[config.mk]
export PLATFORM = sky130hd
export DESIGN_NAME = adc_scan_sequencer
export DESIGN_NICKNAME = d
export VERILOG_FILES = /design/src/rtl/adc_pkg.sv /design/src/rtl/round_robin_select.sv /design/src/rtl/adc_scan_sequencer.sv
export SDC_FILE = /design/constraint.sdc
export NUM_CORES = 1
export LEC_CHECK = 0
export BUFFER_PORTS_ARGS = -buffer_cell sky130_fd_sc_hd__buf_2
export CAP_MARGIN = 20
export CORE_MARGIN = 1.5
export CORE_UTILIZATION = 56
export CTS_CLUSTER_SIZE = 40
export DETAILED_ROUTE_END_ITERATION = 10
export PLACE_DENSITY = 0.85
export SYNTH_ARGS = -nofsm -noshare
export SYNTH_HDL_FRONTEND = slang
export SYNTH_SLANG_ARGS = --single-unit
[constraint.sdc]
create_clock -name clk -period 3.4 [get_ports clk]
set_input_delay 0.34 -clock clk [delete_from_list [all_inputs] [get_ports clk]]
set_output_delay 0.34 -clock clk [all_outputs]
set_load 0.02 [all_outputs]
[src/rtl/adc_pkg.sv]
// adc_pkg: shared definitions for the MCP3008-style ADC scan sequencer.
//   - adc_state_e    : sequencer FSM states
//   - ADC_* widths   : SPI frame, result and channel sizes
//   - adc_cmd_frame(): builds the 24-bit single-ended conversion command
package adc_pkg;

  localparam int ADC_FRAME_BITS   = 24;
  localparam int ADC_RESULT_BITS  = 10;
  localparam int ADC_NUM_CHANNELS = 8;
  localparam int ADC_CHAN_BITS    = 3;

  typedef enum logic [2:0] {
    IDLE,
    ISSUE,
    WAIT_LOW,
    WAIT_HIGH,
    CAPTURE
  } adc_state_e;

  // Start byte 0x01, then SGL=1, channel D2..D0, four don't-care bits,
  // and a trailing byte that clocks out the remaining result bits.
  function automatic logic [ADC_FRAME_BITS-1:0] adc_cmd_frame(
    input logic [ADC_CHAN_BITS-1:0] ch
  );
    return {8'h01, 1'b1, ch, 4'h0, 8'h00};
  endfunction

endpackage

[src/rtl/round_robin_select.sv]
// round_robin_select: picks the next enabled ADC channel.
//   mask_i     [7:0] channel enable mask (bit i = channel i)
//   last_i     [2:0] last channel converted
//   next_idx_o [2:0] lowest set bit strictly above last_i, else lowest set bit
// Purely combinational. With an all-zero mask the output is 0; callers
// must not start a conversion in that case.
module round_robin_select
  import adc_pkg::*;
(
  input  logic [ADC_NUM_CHANNELS-1:0] mask_i,
  input  logic [ADC_CHAN_BITS-1:0]    last_i,
  output logic [ADC_CHAN_BITS-1:0]    next_idx_o
);

  logic [ADC_CHAN_BITS-1:0] lowest;
  logic [ADC_CHAN_BITS-1:0] above;
  logic                     have_above;

  // Scan downwards so the last hit in each category is the lowest index.
  always_comb begin
    lowest     = '0;
    above      = '0;
    have_above = 1'b0;
    for (int i = ADC_NUM_CHANNELS - 1; i >= 0; i--) begin
      if (mask_i[i]) begin
        lowest = ADC_CHAN_BITS'(i);
        if (ADC_CHAN_BITS'(i) > last_i) begin
          above      = ADC_CHAN_BITS'(i);
          have_above = 1'b1;
        end
      end
    end
    next_idx_o = have_above ? above : lowest;
  end

endmodule

[src/rtl/adc_scan_sequencer.sv]
// adc_scan_sequencer: periodic round-robin scanner for an 8-channel 10-bit
// SPI ADC, driving a 24-bit SPI controller.
//   clk, rst_n          clock, synchronous active-low reset
//   chan_mask, enable   channel enable mask, scan enable
//   spi_axiiv/axiid     one-cycle frame-valid pulse and held command frame
//   spi_axiready/axiod  controller idle flag and received frame
//   sample_valid/data/chan  tagged conversion result (one-cycle pulse)
//   overrun, timeout    one-cycle event pulses
//   dbg_state           current FSM state (adc_state_e encoding)
//
// Handshake with the SPI controller: a frame is offered only while
// spi_axiready is high, as a single-cycle spi_axiiv pulse with spi_axiid
// stable. The controller takes it by dropping spi_axiready, and signals
// completion by raising spi_axiready again; spi_axiod is captured only in
// that completion cycle.
module adc_scan_sequencer
  import adc_pkg::*;
#(
  parameter int SAMPLE_PERIOD  = 100000,
  parameter int TIMEOUT_CYCLES = 4096
) (
  input  logic                       clk,
  input  logic                       rst_n,
  input  logic [ADC_NUM_CHANNELS-1:0] chan_mask,
  input  logic                       enable,
  output logic                       spi_axiiv,
  output logic [ADC_FRAME_BITS-1:0]  spi_axiid,
  input  logic                       spi_axiready,
  input  logic [ADC_FRAME_BITS-1:0]  spi_axiod,
  output logic                       sample_valid,
  output logic [ADC_RESULT_BITS-1:0] sample_data,
  output logic [ADC_CHAN_BITS-1:0]   sample_chan,
  output logic                       overrun,
  output logic                       timeout,
  output logic [2:0]                 dbg_state
);

  localparam int TICK_W = (SAMPLE_PERIOD > 1) ? $clog2(SAMPLE_PERIOD) : 1;
  localparam int TO_W   = $clog2(TIMEOUT_CYCLES + 1);

  adc_state_e                 state_q, state_d;
  logic [TICK_W-1:0]          tick_cnt_q, tick_cnt_d;
  logic [TO_W-1:0]            to_cnt_q, to_cnt_d;
  // Last selected channel; also the channel of the frame in flight.
  logic [ADC_CHAN_BITS-1:0]   ch_q, ch_d;
  logic                       spi_axiiv_q, spi_axiiv_d;
  logic [ADC_FRAME_BITS-1:0]  spi_axiid_q, spi_axiid_d;
  logic [ADC_RESULT_BITS-1:0] sample_data_q, sample_data_d;
  logic [ADC_CHAN_BITS-1:0]   sample_chan_q, sample_chan_d;
  logic                       overrun_q, overrun_d;
  logic                       timeout_q, timeout_d;

  logic [ADC_CHAN_BITS-1:0]   rr_next;
  logic                       tick;
  logic                       in_flight;
  logic                       expired;
  logic                       start;
  logic                       unused_od_hi;

  assign tick       = (tick_cnt_q == TICK_W'(SAMPLE_PERIOD - 1));
  assign tick_cnt_d = tick ? '0 : tick_cnt_q + 1'b1;
  assign in_flight  = (state_q == ISSUE) || (state_q == WAIT_LOW) ||
                      (state_q == WAIT_HIGH);
  // Expiry overrides any handshake progress made in the same cycle.
  assign expired    = in_flight && (to_cnt_q == TO_W'(TIMEOUT_CYCLES - 1));
  assign start      = (state_q == IDLE) && tick && enable && (chan_mask != '0);

  // Only the low result bits of the returned frame carry data.
  assign unused_od_hi = ^spi_axiod[ADC_FRAME_BITS-1:ADC_RESULT_BITS];

  round_robin_select u_rr (
    .mask_i     (chan_mask),
    .last_i     (ch_q),
    .next_idx_o (rr_next)
  );

  // State and output registers.
  always_ff @(posedge clk) begin
    if (!rst_n) begin
      state_q       <= IDLE;
      tick_cnt_q    <= '0;
      to_cnt_q      <= '0;
      ch_q          <= ADC_CHAN_BITS'(ADC_NUM_CHANNELS - 1);
      spi_axiiv_q   <= 1'b0;
      spi_axiid_q   <= '0;
      sample_data_q <= '0;
      sample_chan_q <= '0;
      overrun_q     <= 1'b0;
      timeout_q     <= 1'b0;
    end else begin
      state_q       <= state_d;
      tick_cnt_q    <= tick_cnt_d;
      to_cnt_q      <= to_cnt_d;
      ch_q          <= ch_d;
      spi_axiiv_q   <= spi_axiiv_d;
      spi_axiid_q   <= spi_axiid_d;
      sample_data_q <= sample_data_d;
      sample_chan_q <= sample_chan_d;
      overrun_q     <= overrun_d;
      timeout_q     <= timeout_d;
    end
  end

  // Next-state logic.
  always_comb begin
    state_d = state_q;
    case (state_q)
      IDLE:      if (start) state_d = ISSUE;
      ISSUE:     if (expired) state_d = IDLE;
                 else if (spi_axiready) state_d = WAIT_LOW;
      WAIT_LOW:  if (expired) state_d = IDLE;
                 else if (!spi_axiready) state_d = WAIT_HIGH;
      WAIT_HIGH: if (expired) state_d = IDLE;
                 else if (spi_axiready) state_d = CAPTURE;
      CAPTURE:   state_d = IDLE;
      default:   state_d = IDLE;
    endcase
  end

  // Output and datapath logic.
  always_comb begin
    ch_d          = ch_q;
    to_cnt_d      = to_cnt_q;
    spi_axiiv_d   = 1'b0;
    spi_axiid_d   = spi_axiid_q;
    sample_data_d = sample_data_q;
    sample_chan_d = sample_chan_q;
    // A tick is dropped (and flagged) whenever the sequencer is not idle.
    overrun_d     = tick && enable && (state_q != IDLE);
    timeout_d     = expired;

    if (start) begin
      // The pointer advances at selection, so a timed-out channel is skipped next time.
      ch_d     = rr_next;
      to_cnt_d = '0;
    end else if (in_flight) begin
      to_cnt_d = to_cnt_q + 1'b1;
    end

    if ((state_q == ISSUE) && !expired && spi_axiready) begin
      spi_axiiv_d = 1'b1;
      spi_axiid_d = adc_cmd_frame(ch_q);
    end

    if ((state_q == WAIT_HIGH) && !expired && spi_axiready) begin
      sample_data_d = spi_axiod[ADC_RESULT_BITS-1:0];
      sample_chan_d = ch_q;
    end
  end

  assign sample_valid = (state_q == CAPTURE);
  assign spi_axiiv    = spi_axiiv_q;
  assign spi_axiid    = spi_axiid_q;
  assign sample_data  = sample_data_q;
  assign sample_chan  = sample_chan_q;
  assign overrun      = overrun_q;
  assign timeout      = timeout_q;
  assign dbg_state    = state_q;

endmodule

After elaboration in Yosys (flattened, before gate mapping)
Cells that the tools add are included.
{ "op_classes": {"n_addsub": 2, "n_mul": 0, "n_div": 0, "n_lt_le_gt_ge": 8, "n_eq_ne": 10, "shifts": 0, "muxes": 50, "n_bitwise": 1, "n_reduce_logical": 19} }
{ "op_table": {"columns": ["cell", "count"], "rows": [
  ["2-to-1 mux 3 bit", 32],
  ["adder 17 x 1 -> 17 bit (second input constant)", 1],
  ["equality test 17 bit (second input constant)", 1],
  ["2-to-1 mux 1 bit", 17],
  ["adder 13 x 1 -> 13 bit (second input constant)", 1],
  ["equality test 13 x 12 -> 1 bit (second input constant)", 1],
  ["greater-than comparator 3 bit (first input constant)", 4],
  ["case mux 3 bit (4 select lines)", 1],
  ["logical AND 1 bit", 10],
  ["!= test 3 bit (second input constant)", 3],
  ["nonzero test 8 bit", 1],
  ["equality test 3 x 2 -> 1 bit (second input constant)", 2],
  ["greater-than comparator 1 x 3 -> 1 bit (first input constant)", 2],
  ["greater-than comparator 2 x 3 -> 1 bit (first input constant)", 2],
  ["AND reduction 4 bit", 1],
  ["OR reduction 2 bit", 2],
  ["equality test 3 x 1 -> 1 bit (second input constant)", 1],
  ["equality test 3 bit (second input constant)", 1],
  ["zero test 3 bit", 1],
  ["nonzero test 3 bit", 1],
  ["logical OR 1 bit", 2],
  ["!= test 2 bit (second input constant)", 1],
  ["zero test 1 bit", 1],
  ["inverter 1 bit", 1]
]} }
{ "totals": {"reg_bits": 56, "latchBits": 0, "ramBits": 0, "mem_bits_ro": 0, "in_bits": 36, "wordCells": 100, "n_memories": 0} }

Depth between registers and ports, before layout
Gate-level depths: netlist (run 1).
{ "logic_depth": {"word_depth": 18, "mapped_depth": 7, "mapped_depth_nobuf": 6} }

Modules after synthesis
From an unflattened synthesis (run 1), not the netlist that was laid out.
{ "hier_totals": {"hier_cells": 338, "area_unflattened_um2": 2952.8} }
{ "by_module_without_submodules": {"columns": ["mod", "n_inst", "cells_per_inst", "area_each_um2", "seq_area_each_um2"], "rows": [
  ["adc_scan_sequencer", 1, 297, 2676.3, 1121.1],
  ["round_robin_select", 1, 41, 276.5, 0.0]
]} }

Least setup slack after synthesis (run 1)
No wires, ideal clock.
{ "synth_path": {"kind": "flip-flop to flip-flop", "startpoint": "register state_q[2], in the netlist dbg_state[2]", "endpoint": "register sample_chan_q[1], in the netlist sample_chan[1]", "setup_time_ns": 0.122, "arrival_time_ns": 1.716, "required_ns": 3.278, "slack_ns": 1.562, "path_stages_with_launch": 6, "path_cell_list": "dfxtp_1 o21bai_4 nor3_4 a2111oi_4 buf_6 o21ai_0"} }
{ "synth_via": {"elab_chain_len": 7, "word_cells_on_any_way": 9, "classes_between": "eq/ne (3); reduce/logical (6)"} }
{ "synth_lines": {"columns": ["item", "line", "source"], "rows": [
  ["start, declared", "adc_scan_sequencer.sv:41", "adc_state_e state_q, state_d;"],
  ["start signal, assigned", "adc_scan_sequencer.sv:91", "state_q <= state_d;"],
  ["equality test 3 x 1 -> 1 bit or equality test 3 x 2 -> 1 bit (tied branches)", "adc_scan_sequencer.sv:62", "assign in_flight = (state_q == ISSUE) || (state_q == WAIT_LOW) ||"],
  ["logical OR 1 bit (2 in series)", "adc_scan_sequencer.sv:62", null],
  ["logical AND 1 bit", "adc_scan_sequencer.sv:65", "assign expired = in_flight && (to_cnt_q == TO_W'(TIMEOUT_CYCLES - 1));"],
  ["zero test 1 bit", "adc_scan_sequencer.sv:145", "if ((state_q == WAIT_HIGH) && !expired && spi_axiready) begin"],
  ["logical AND 1 bit * (2 in series)", "adc_scan_sequencer.sv:145", null],
  ["end signal, assigned", "adc_scan_sequencer.sv:98", "sample_chan_q <= sample_chan_d;"],
  ["end, declared", "adc_scan_sequencer.sv:49", "logic [ADC_CHAN_BITS-1:0] sample_chan_q, sample_chan_d;"]
]} }
Mark *: on every way between the ends. The rest lies on a longest branch, timed or not.
A chain may end at the register's enable or synchronous reset.

Final worst setup path (run 1)
{ "layout_path": {"startpoint": "register tick_cnt_q[0]", "endpoint": "register ch_q[0]"} }
{ "layout_via": {"elab_chain_len": 4} }
{ "layout_lines": {"columns": ["item", "line", "source"], "rows": [
  ["start, declared", "adc_scan_sequencer.sv:42", "logic [TICK_W-1:0] tick_cnt_q, tick_cnt_d;"],
  ["start signal, assigned", "adc_scan_sequencer.sv:92", "tick_cnt_q <= tick_cnt_d;"],
  ["equality test 17 bit", "adc_scan_sequencer.sv:60", "assign tick = (tick_cnt_q == TICK_W'(SAMPLE_PERIOD - 1));"],
  ["logical AND 1 bit (3 in series)", "adc_scan_sequencer.sv:66", "assign start = (state_q == IDLE) && tick && enable && (chan_mask != '0);"],
  ["end signal, assigned", "adc_scan_sequencer.sv:83", "ch_q <= ADC_CHAN_BITS'(ADC_NUM_CHANNELS - 1);"],
  ["end signal, assigned", "adc_scan_sequencer.sv:94", "ch_q <= ch_d;"],
  ["end, declared", "adc_scan_sequencer.sv:45", "logic [ADC_CHAN_BITS-1:0] ch_q, ch_d;"]
]} }
Every way passes these cells.

==> impl_metrics.env, run 1 <==
export IMPL_status="complete, no violations"
export IMPL_worstPathRequired_ps=3640
export IMPL_cts_sinks=56
export IMPL_endpoint_kind="register"
export IMPL_async_flop_share_pct=0
export IMPL_critPathMaxFanout=16
export IMPL_syn_to_final_growth_pct=10.2
export IMPL_period_minus_slack_ps=2200
export IMPL_drive_gt1_share_pct=20.0
export IMPL_ys_warn_count=0
export IMPL_synth_area_sq_um=2750
export IMPL_avgRoutedWirePerCell_um=11.9
export IMPL_synthFlopType="dfxtp_1"
export IMPL_cp_slowest_cell="o31ai_4"
export IMPL_vias_per_cell=5.14
export IMPL_crit_family="compound AO/OA/AOI/OAI gates"
export IMPL_tritoncts="yes"
export IMPL_fp_dieW_um=73.1
export IMPL_path_depth=6
export IMPL_layout_common_cells="56 x dfxtp_1, 46 x buf_2, 43 x nor2_1"
export IMPL_hold_start="spi_axiod[1]"
export IMPL_die_h_um=73.1
export IMPL_total_power_mw=1.18
export IMPL_powerDensity_nw_per_um2=390
export IMPL_avgSynthCellArea_sq_um=8.61
export IMPL_route_detailed_drc=0
export IMPL_post_cts_repair_setup_buffers=0
export IMPL_start_kind="register"
export IMPL_final_antenna_net_count=0
export IMPL_r2r_slack_ps=1200
export IMPL_ys_seq_elements=56
export IMPL_io_pins=80
export IMPL_drt_iter0_drc=82
export IMPL_fin_skew_ps=9.49
export IMPL_seq_area_frac_synth_pct=40.7
export IMPL_arrival_ps=2440
export IMPL_final_common_cell="dfxtp_1"
export IMPL_antenna_cells=0
export IMPL_row_count=25
export IMPL_die_area_sq_um=5350
export IMPL_rsz0062_at_grt="false"
export IMPL_clockBufferDepth=2
export IMPL_synthCells=320
export IMPL_vdd_ir_drop_max_uv=235
export IMPL_root_buffer="clkbuf_8"
export IMPL_clock_latency_ps=320
export IMPL_hold_class="in -> reg"
export IMPL_r2r_end="ch_q[0]"
export IMPL_start_util_pct=58.3
export IMPL_core_sq_um=4720
export IMPL_numPortBuffers=46
export IMPL_grt_pass1_vias=1940
export IMPL_relSlewSlack_pct=54.0
export IMPL_clk_pin_slew_ps=110
export IMPL_crit_path_max_incr_delay_ps=700
export IMPL_cts_buffers=5
export IMPL_ctsResizeCount=0
export IMPL_tns_ps=0
export IMPL_hold_depth=3
export IMPL_grt_pass1_wl_um=8480
export IMPL_dpl_hpwl_um=3520
export IMPL_path_buf_inv=0
export IMPL_synth_edf_count=0
export IMPL_yosysUniqueCellTypes=47
export IMPL_r2r_start="tick_cnt_q[0]"
export IMPL_tightest_slew_ps=690
export IMPL_dr_pass1_iters=5
export IMPL_finalHoldViolCount=0
export IMPL_worstPathCellList="ha_1 -> and4_1 -> nand4_1 -> o31ai_4 -> nor2_1 -> a31oi_1"
export IMPL_hold_end="sample_data[1]"
export IMPL_routed_wl_um=5060
export IMPL_timing_final_crit_share_pct=64.6
export IMPL_grt_max_degree=44
export IMPL_num_vias=2193
export IMPL_drv_cap=0
export IMPL_drv_slew=0
export IMPL_overflow=0
export IMPL_ctsHoldBuffers=0
export IMPL_path_class="reg -> reg"
export IMPL_gp_congestion=0.864
export IMPL_htreeDepth=2
export IMPL_rr_worst_depth=6
export IMPL_antenna_found_initial=0
export IMPL_setup_violations=0
export IMPL_max_freq_ghz=0.455
export IMPL_p_leak_nw=1.24
export IMPL_nets=397
export IMPL_grt_usage_pct=20.3
==> power breakdown <==
group	leakage [nW]	switching [mW]	total (mW)	internal (mW)
combinational	0.730	0.0464	0.0642	0.0178
sequential	0.452	0.00285	0.661	0.659
clock	0.0607	0.232	0.459	0.227
total	1.24	0.281	1.18	0.904
==> cell usage after synthesis, types with 2 or more instances <==
master    count  area [sq um]
a31oi_1       4          25.0
nand2b_1      4          25.0
nor3_1        8          40.0
mux2i_1       3          30.0
buf_6         2          22.5
and4_1        2          17.5
nor4b_1       2          17.5
ha_1          2          25.0
dfxtp_1      56          1120
or2_2         3          18.8
a211oi_1      2          15.0
o21ai_0       8          40.0
nor2_1       43           161
and3_1        6          37.5
and2_1        7          43.8
nand4_1      11          68.8
nor4_1        4          25.0
a21oi_1       5          25.0
xor2_1       16           140
inv_1         4          15.0
xnor2_1      12           105
o21ai_2       7          61.3
nand2_1      38           143
nand3_1      21           105
buf_2         2          10.0
buf_4        22           165
clkbuf_1      6          22.5
==> routing by layer <==
| layer | global-route usage [%] | share of wire (%) |
|---|---|---|
| met2 | 33.9 | 48 |
| met5 | 0 | 0 |
| met3 | 5.11 | 5.7 |
| met4 | 6.29 | 0.61 |
| met1 | 25.6 | 45 |
==> registers in the layout, summed over array words and instances (netlist names) <==
name         count
to_cnt_q        13
ch_q             3
timeout          1
overrun          1
spi_axiid        4
sample_chan      3
tick_cnt_q      17
spi_axiiv        1
sample_data     10
dbg_state        3
==> worst max path at each step <==
stage | from | to | slack [ps]
after floorplan | dbg_state[2] | sample_chan[1] | 1560
after global placement | tick_cnt_q[0] | ch_q[0] | 1280
after detailed placement | tick_cnt_q[0] | ch_q[0] | 1220
after CTS | tick_cnt_q[0] | ch_q[0] | 1170
after global routing | tick_cnt_q[0] | ch_q[1] | 950
final | tick_cnt_q[0] | ch_q[0] | 1200
==> cells by family after synthesis <==
family / count (synthesis) / synth area share (%)
xor gates and xnor gates: 28 / 8.90
and+or+nand+nor: 156 / 28.5
DFF: 56 / 40.7
adders and majority gates: 2 / 0.909
other: 1 / 0.136
muxes: 3 / 1.09
buffers and inverters: 37 / 8.81
AOI/OAI and AO/OA: 37 / 10.9
==> worst reg2reg max path: stages (launching register included) <==
cell and delay [ps]:
dfxtp_1 390, ha_1 240, and4_1 270, nand4_1 300, o31ai_4 700, nor2_1 80
a31oi_1 150
==> metrics by stage <==
step | instances | setup slack [ps] | area [sq um] | hold WS, ps | utilization, %
3_5_place_dp | 419 | 1220 | 2920 | 445 | 61.7
3_3_place_gp | 419 | 1280 | 2920 | 434 | 61.7
4_1_cts | 427 | 1170 | 3030 | 231 | 64.2
5_1_grt | 427 | 947 | 3030 | 232 | 64.2
2_1_floorplan | 338 | 1560 | 2820 | 418 | -
6_report | 427 | 1200 | 3030 | 235 | 64.2
==> final cells by class <==
class                           instances  area (sq um)
Tap cell                               67          83.8
Fill cell                             376          1690
Multi-Input combinational cell        245          1460
Clock buffer                            5          68.8
Timing Repair Buffer                   47           238
Inverter                                4          15.0
Clock inverter                          3          50.0
Sequential cell                        56          1120
Note: power is estimated with default switching activity, not from simulation.
==> run 2, diff against run 1 <==
- CORE_UTILIZATION: 56 -> 47
- PLACE_DENSITY: 0.85 -> 0.76
- clock period: 3.4 -> 1.83 ns (I/O delays scaled with it)
==> impl_metrics.env, run 2 (synthesized netlist as in run 1, its figures left out) <==
export IMPL_status="complete, no violations"
export IMPL_clock_latency_ps=300
export IMPL_die_h_um=79.5
export IMPL_clock_power_share_pct=36.6
export IMPL_powerDensity_nw_per_um2=676
export IMPL_die_area_sq_um=6330
export IMPL_antenna_cells=0
export IMPL_overflow=0
export IMPL_start_util_pct=49.4
export IMPL_worstPathRequired_ps=2020
export IMPL_final_antenna_net_count=0
export IMPL_fp_dieW_um=79.5
export IMPL_clk_pin_slew_ps=90
export IMPL_clockBufferDepth=2
export IMPL_numPortBuffers=46
export IMPL_avgRoutedWirePerCell_um=12.3
export IMPL_grt_usage_pct=17.8
export IMPL_tritoncts="yes"
export IMPL_p_leak_nw=1.33
export IMPL_core_sq_um=5570
export IMPL_p_int_mw=1.67
export IMPL_timing_final_crit_share_pct=93.3
export IMPL_grt_pass1_vias=2179
export IMPL_drv_cap=0
export IMPL_period_minus_slack_ps=1710
export IMPL_drt_iter0_drc=119
export IMPL_routed_wl_um=5510
export IMPL_largest_reg_flops=17
export IMPL_r2r_start="tick_cnt_q[0]"
export IMPL_gp_congestion=0.906
export IMPL_setup_violations=0
export IMPL_drive_gt1_share_pct=23.7
export IMPL_hold_end="sample_data[7]"
export IMPL_io_pins=80
export IMPL_drv_slew=0
export IMPL_hold_class="in -> reg"
export IMPL_max_freq_ghz=0.586
export IMPL_fin_skew_ps=8.68
export IMPL_hold_ws_ps=100
export IMPL_hold_start="spi_axiod[7]"
export IMPL_num_fill_cells=533
export IMPL_design_area_sq_um=3180
export IMPL_endpoint_kind="register"
export IMPL_cts_buffers=5
export IMPL_dr_pass1_iters=4
export IMPL_row_count=27
export IMPL_top_register="tick_cnt_q"
export IMPL_rr_worst_depth=6
export IMPL_vdd_ir_drop_max_uv=498
export IMPL_hold_depth=3
export IMPL_r2r_slack_ps=120
export IMPL_path_class="reg -> reg"
export IMPL_num_vias=2290
export IMPL_route_detailed_drc=0
export IMPL_fin_cells=447
export IMPL_r2r_end="to_cnt_q[8]"
export IMPL_arrival_ps=1900
export IMPL_critPathMaxFanout=5
export IMPL_placed_area_sq_um=3050
export IMPL_antenna_found_initial=0
export IMPL_ctsHoldBuffers=0
export IMPL_dpl_cell_count=438
export IMPL_syn_to_final_growth_pct=15.3
export IMPL_tns_ps=0
export IMPL_final_common_cell="dfxtp_1"
export IMPL_layout_common_cells="55 x dfxtp_1, 46 x buf_2, 43 x nor2_1"
export IMPL_cts_sinks=56
export IMPL_start_kind="register"
export IMPL_finalHoldViolCount=0
export IMPL_htreeDepth=2
export IMPL_nets=412
export IMPL_grt_max_degree=39
export IMPL_dpl_hpwl_um=3960
export IMPL_vias_per_cell=5.12
export IMPL_grt_pass1_wl_um=9140
export IMPL_p_switching_mw=0.474
export IMPL_root_buffer="clkbuf_8"
export IMPL_combPwrFrac_pct=6.2
export IMPL_seqPwrFrac_pct=57.2
export IMPL_swShare_pct=22.1
==> run 2: changes by cell type in the layout (fill, tap and decap cells not counted), sizes merged <==
| cell | change |
|---|---|
| buf | +15 |
| clkinv | +1 |
| inv | -2 |
| clkbuf | +1 |
==> run 2: worst max-delay path by stage <==
| stage | startpoint | end | cells after the start |
|---|---|---|---|
| after detailed placement | tick_cnt_q[0] | to_cnt_q[5] | 6 |
| after CTS | tick_cnt_q[0] | to_cnt_q[5] | 6 |
| after floorplan | dbg_state[0] | sample_chan[1] | 4 |
| final | tick_cnt_q[0] | to_cnt_q[8] | 6 |
| after global placement | tick_cnt_q[13] | to_cnt_q[0] | 6 |
| after global routing | tick_cnt_q[0] | to_cnt_q[8] | 6 |
==> run 2: metrics by stage <==
stage | utilization (%) | setup slack (ps) | power, mW
6_report | 57.0 | 123 | 2.15
5_1_grt | 57.0 | -7.80 | 2.23
4_1_cts | 56.7 | 38.2 | 2.16
3_5_place_dp | 54.8 | 60.5 | 1.39
3_3_place_gp | 54.8 | 97.3 | 1.39
2_1_floorplan | - | 90.2 | 1.37
==> run 2: cell type report <==
type	instances	area, sq um	share of cell area (%)
clock buffers	6	72.6	2.29
well taps	72	90.1	2.84
clock inverters	2	35.0	1.10
multi-input cells	245	1460	46.0
flip-flops and latches	56	1120	35.3
repair buffers	62	379	11.9
inverters	4	15.0	0.473
==> run 2: power by group through the flow <==
stage	registers (mW)	logic, mW	clock network, mW
after global routing	1.23	0.147	0.855
after CTS	1.23	0.132	0.804
after detailed placement	1.26	0.132	0
after global placement	1.26	0.130	0
final	1.23	0.134	0.786
after floorplan	1.26	0.116	0
==> run 2: timing repair <==
action | 4_1_cts | 5_1_grt
setup buffers | 0 | 1
setup endpoints to repair | 0 | 17
resized for setup | 0 | 4
==> run 2: worst max-delay path: stages (launching register included) <==
cell	delay, ps
dfxtp_1	370
ha_1	170
and4_2	260
nand4_1	190
o31ai_4	360
buf_4	210
nor2_1	50
==> run 2: per-layer routing <==
metal	track usage, %	vias to the layer above	routed length (um)
met5	0	-	0
met4	5.96	0	84
met3	4.11	10	245
met2	31.2	63	2640
met1	21.2	1048	2540
li1	-	1169	-
==> run 3, diff against run 2 <==
- CORE_MARGIN: 1.5 -> 2
- CORE_UTILIZATION: 47 -> 34
- PLACE_DENSITY: 0.76 -> 0.58
==> impl_metrics.env, run 3 (synthesized netlist as in run 1, its figures left out) <==
export IMPL_path_class="reg -> reg"
export IMPL_die_area_sq_um=8840
export IMPL_clk_pin_slew_ps=100
export IMPL_tns_ps=0
export IMPL_crit_path_max_incr_delay_ps=370
export IMPL_worstPathRequired_ps=2070
export IMPL_worstPathCellList="ha_2 -> and4_2 -> nand4_1 -> o31ai_4 -> buf_4 -> nor2_1 -> a31oi_1"
export IMPL_largest_reg_flops=17
export IMPL_syn_to_final_growth_pct=17.6
export IMPL_dp_slack_ps=53.9
export IMPL_tritoncts="yes"
export IMPL_timing_final_crit_share_pct=92.3
export IMPL_clockBufferDepth=2
export IMPL_clock_latency_ps=300
export IMPL_top_register="tick_cnt_q"
export IMPL_fp_dieW_um=94
export IMPL_endpoint_kind="register"
export IMPL_htreeDepth=2
export IMPL_critPathMaxFanout=4
export IMPL_final_common_cell="dfxtp_1"
export IMPL_fin_skew_ps=6.62
export IMPL_p_switching_mw=0.474
export IMPL_route_detailed_drc=0
export IMPL_rr_worst_depth=7
export IMPL_cp_slowest_cell="dfxtp_1"
export IMPL_drive_gt1_share_pct=24.6
export IMPL_cts_sinks=56
export IMPL_root_buffer="clkbuf_8"
export IMPL_period_minus_slack_ps=1690
export IMPL_hold_class="in -> reg"
export IMPL_vias_per_cell=4.74
export IMPL_grt_usage_pct=13.3
export IMPL_hold_end="sample_data[0]"
export IMPL_p_leak_nw=1.34
export IMPL_status="complete, no violations"
export IMPL_swShare_pct=21.4
export IMPL_antenna_found_initial=0
export IMPL_num_vias=2275
export IMPL_start_kind="register"
export IMPL_numPortBuffers=46
export IMPL_layout_common_cells="55 x dfxtp_1, 46 x buf_2, 43 x nor2_1"
export IMPL_dpl_hpwl_um=4100
export IMPL_arrival_ps=1920
export IMPL_setup_violations=0
export IMPL_grt_max_degree=38
export IMPL_finalHoldViolCount=0
export IMPL_crit_family="simple AND/OR/NAND/NOR gates"
export IMPL_hold_ws_ps=97.1
export IMPL_combPwrFrac_pct=5.8
export IMPL_avgRoutedWirePerCell_um=11.5
export IMPL_core_sq_um=7810
export IMPL_vdd_ir_drop_max_uv=360
export IMPL_p_int_mw=1.75
export IMPL_hold_depth=3
export IMPL_path_buf_inv=1
export IMPL_max_freq_ghz=0.592
export IMPL_dpl_cell_count=471
export IMPL_row_count=32
export IMPL_grt_pass1_wl_um=9580
export IMPL_overflow=0
export IMPL_finalWorstSetupSlack_ps=141
export IMPL_final_util_pct=41.5
export IMPL_fin_cells=480
export IMPL_ctsHoldBuffers=0
export IMPL_drt_iter0_drc=58
export IMPL_cts_buffers=5
export IMPL_gp_congestion=0.816
export IMPL_final_antenna_net_count=0
export IMPL_grt_pass1_vias=2161
export IMPL_r2r_slack_ps=140
export IMPL_nets=415
export IMPL_die_h_um=94
export IMPL_drv_cap=0
export IMPL_powerDensity_nw_per_um2=686
export IMPL_dr_pass1_iters=4
export IMPL_antenna_cells=0
export IMPL_start_util_pct=35.3
export IMPL_routed_wl_um=5510
export IMPL_seqPwrFrac_pct=55.3
export IMPL_hold_start="spi_axiod[0]"
export IMPL_clock_power_share_pct=38.9
export IMPL_r2r_start="tick_cnt_q[0]"
export IMPL_drv_slew=0
export IMPL_rsz0062_at_grt="false"
export IMPL_num_fill_cells=802
export IMPL_io_pins=80
export IMPL_r2r_end="ch_q[0]"
-- run 3: power by group through the flow --
stage	Combinational, mW	Clock (mW)	Sequential (mW)
5_1_grt	0.145	0.948	1.23
3_3_place_gp	0.128	0	1.26
6_report	0.129	0.864	1.23
2_1_floorplan	0.116	0	1.26
3_5_place_dp	0.129	0	1.26
4_1_cts	0.129	0.893	1.23
-- run 3: area by class of cell --
class / instances / area (sq um) / share of cell area [%]
clock buffers: 7 / 96.3 / 2.98
clock inverters: 1 / 30.0 / 0.927
inverters: 4 / 15.0 / 0.464
multi-input cells: 245 / 1460 / 45.1
flip-flops and latches: 56 / 1120 / 34.7
well taps: 102 / 128 / 3.94
repair buffers: 65 / 385 / 11.9
-- run 3: per-stage QoR --
step | power, mW | area, sq um
3_5_place_dp | 1.39 | 3100
5_1_grt | 2.32 | 3240
6_report | 2.22 | 3240
4_1_cts | 2.25 | 3230
3_3_place_gp | 1.38 | 3100
2_1_floorplan | 1.37 | 2820
-- run 3: how the worst max path moves through the flow --
| stage | start | end | slack [ps] | depth (start not counted) |
|---|---|---|---|---|
| 6_report | tick_cnt_q[0] | ch_q[0] | 140 | 7 |
| 3_3_place_gp | tick_cnt_q[0] | ch_q[1] | 70 | 7 |
| 2_1_floorplan | dbg_state[0] | sample_chan[1] | 90 | 4 |
| 3_5_place_dp | tick_cnt_q[0] | to_cnt_q[10] | 50 | 6 |
| 4_1_cts | tick_cnt_q[0] | to_cnt_q[10] | 20 | 6 |
| 5_1_grt | tick_cnt_q[0] | ch_q[1] | 20 | 7 |
-- run 3: worst reg2reg max path, stage by stage, from the launching register on --
cell     delay (ps)
dfxtp_1         370
ha_2            220
and4_2          260
nand4_1         190
o31ai_4         240
buf_4           160
nor2_1           40
a31oi_1         150
-- run 3: timing repair --
item | CTS | global route
setup buffers | 0 | 1
gates resized for setup | 0 | 2
setup endpoints to repair | 0 | 20
hold endpoints to repair | 0 | 0
-- run 3: layer usage --
layer / wire, um / part of all wire (%) / vias to the layer above / global-route usage [%]
met5: 0 / 0 / - / 0
met4: 50 / 0.91 / 0 / 3.86
met3: 303 / 5.5 / 6 / 3.61
met2: 2510 / 46 / 59 / 22.1
met1: 2650 / 48 / 1040 / 16.8
li1: - / - / 1170 / -
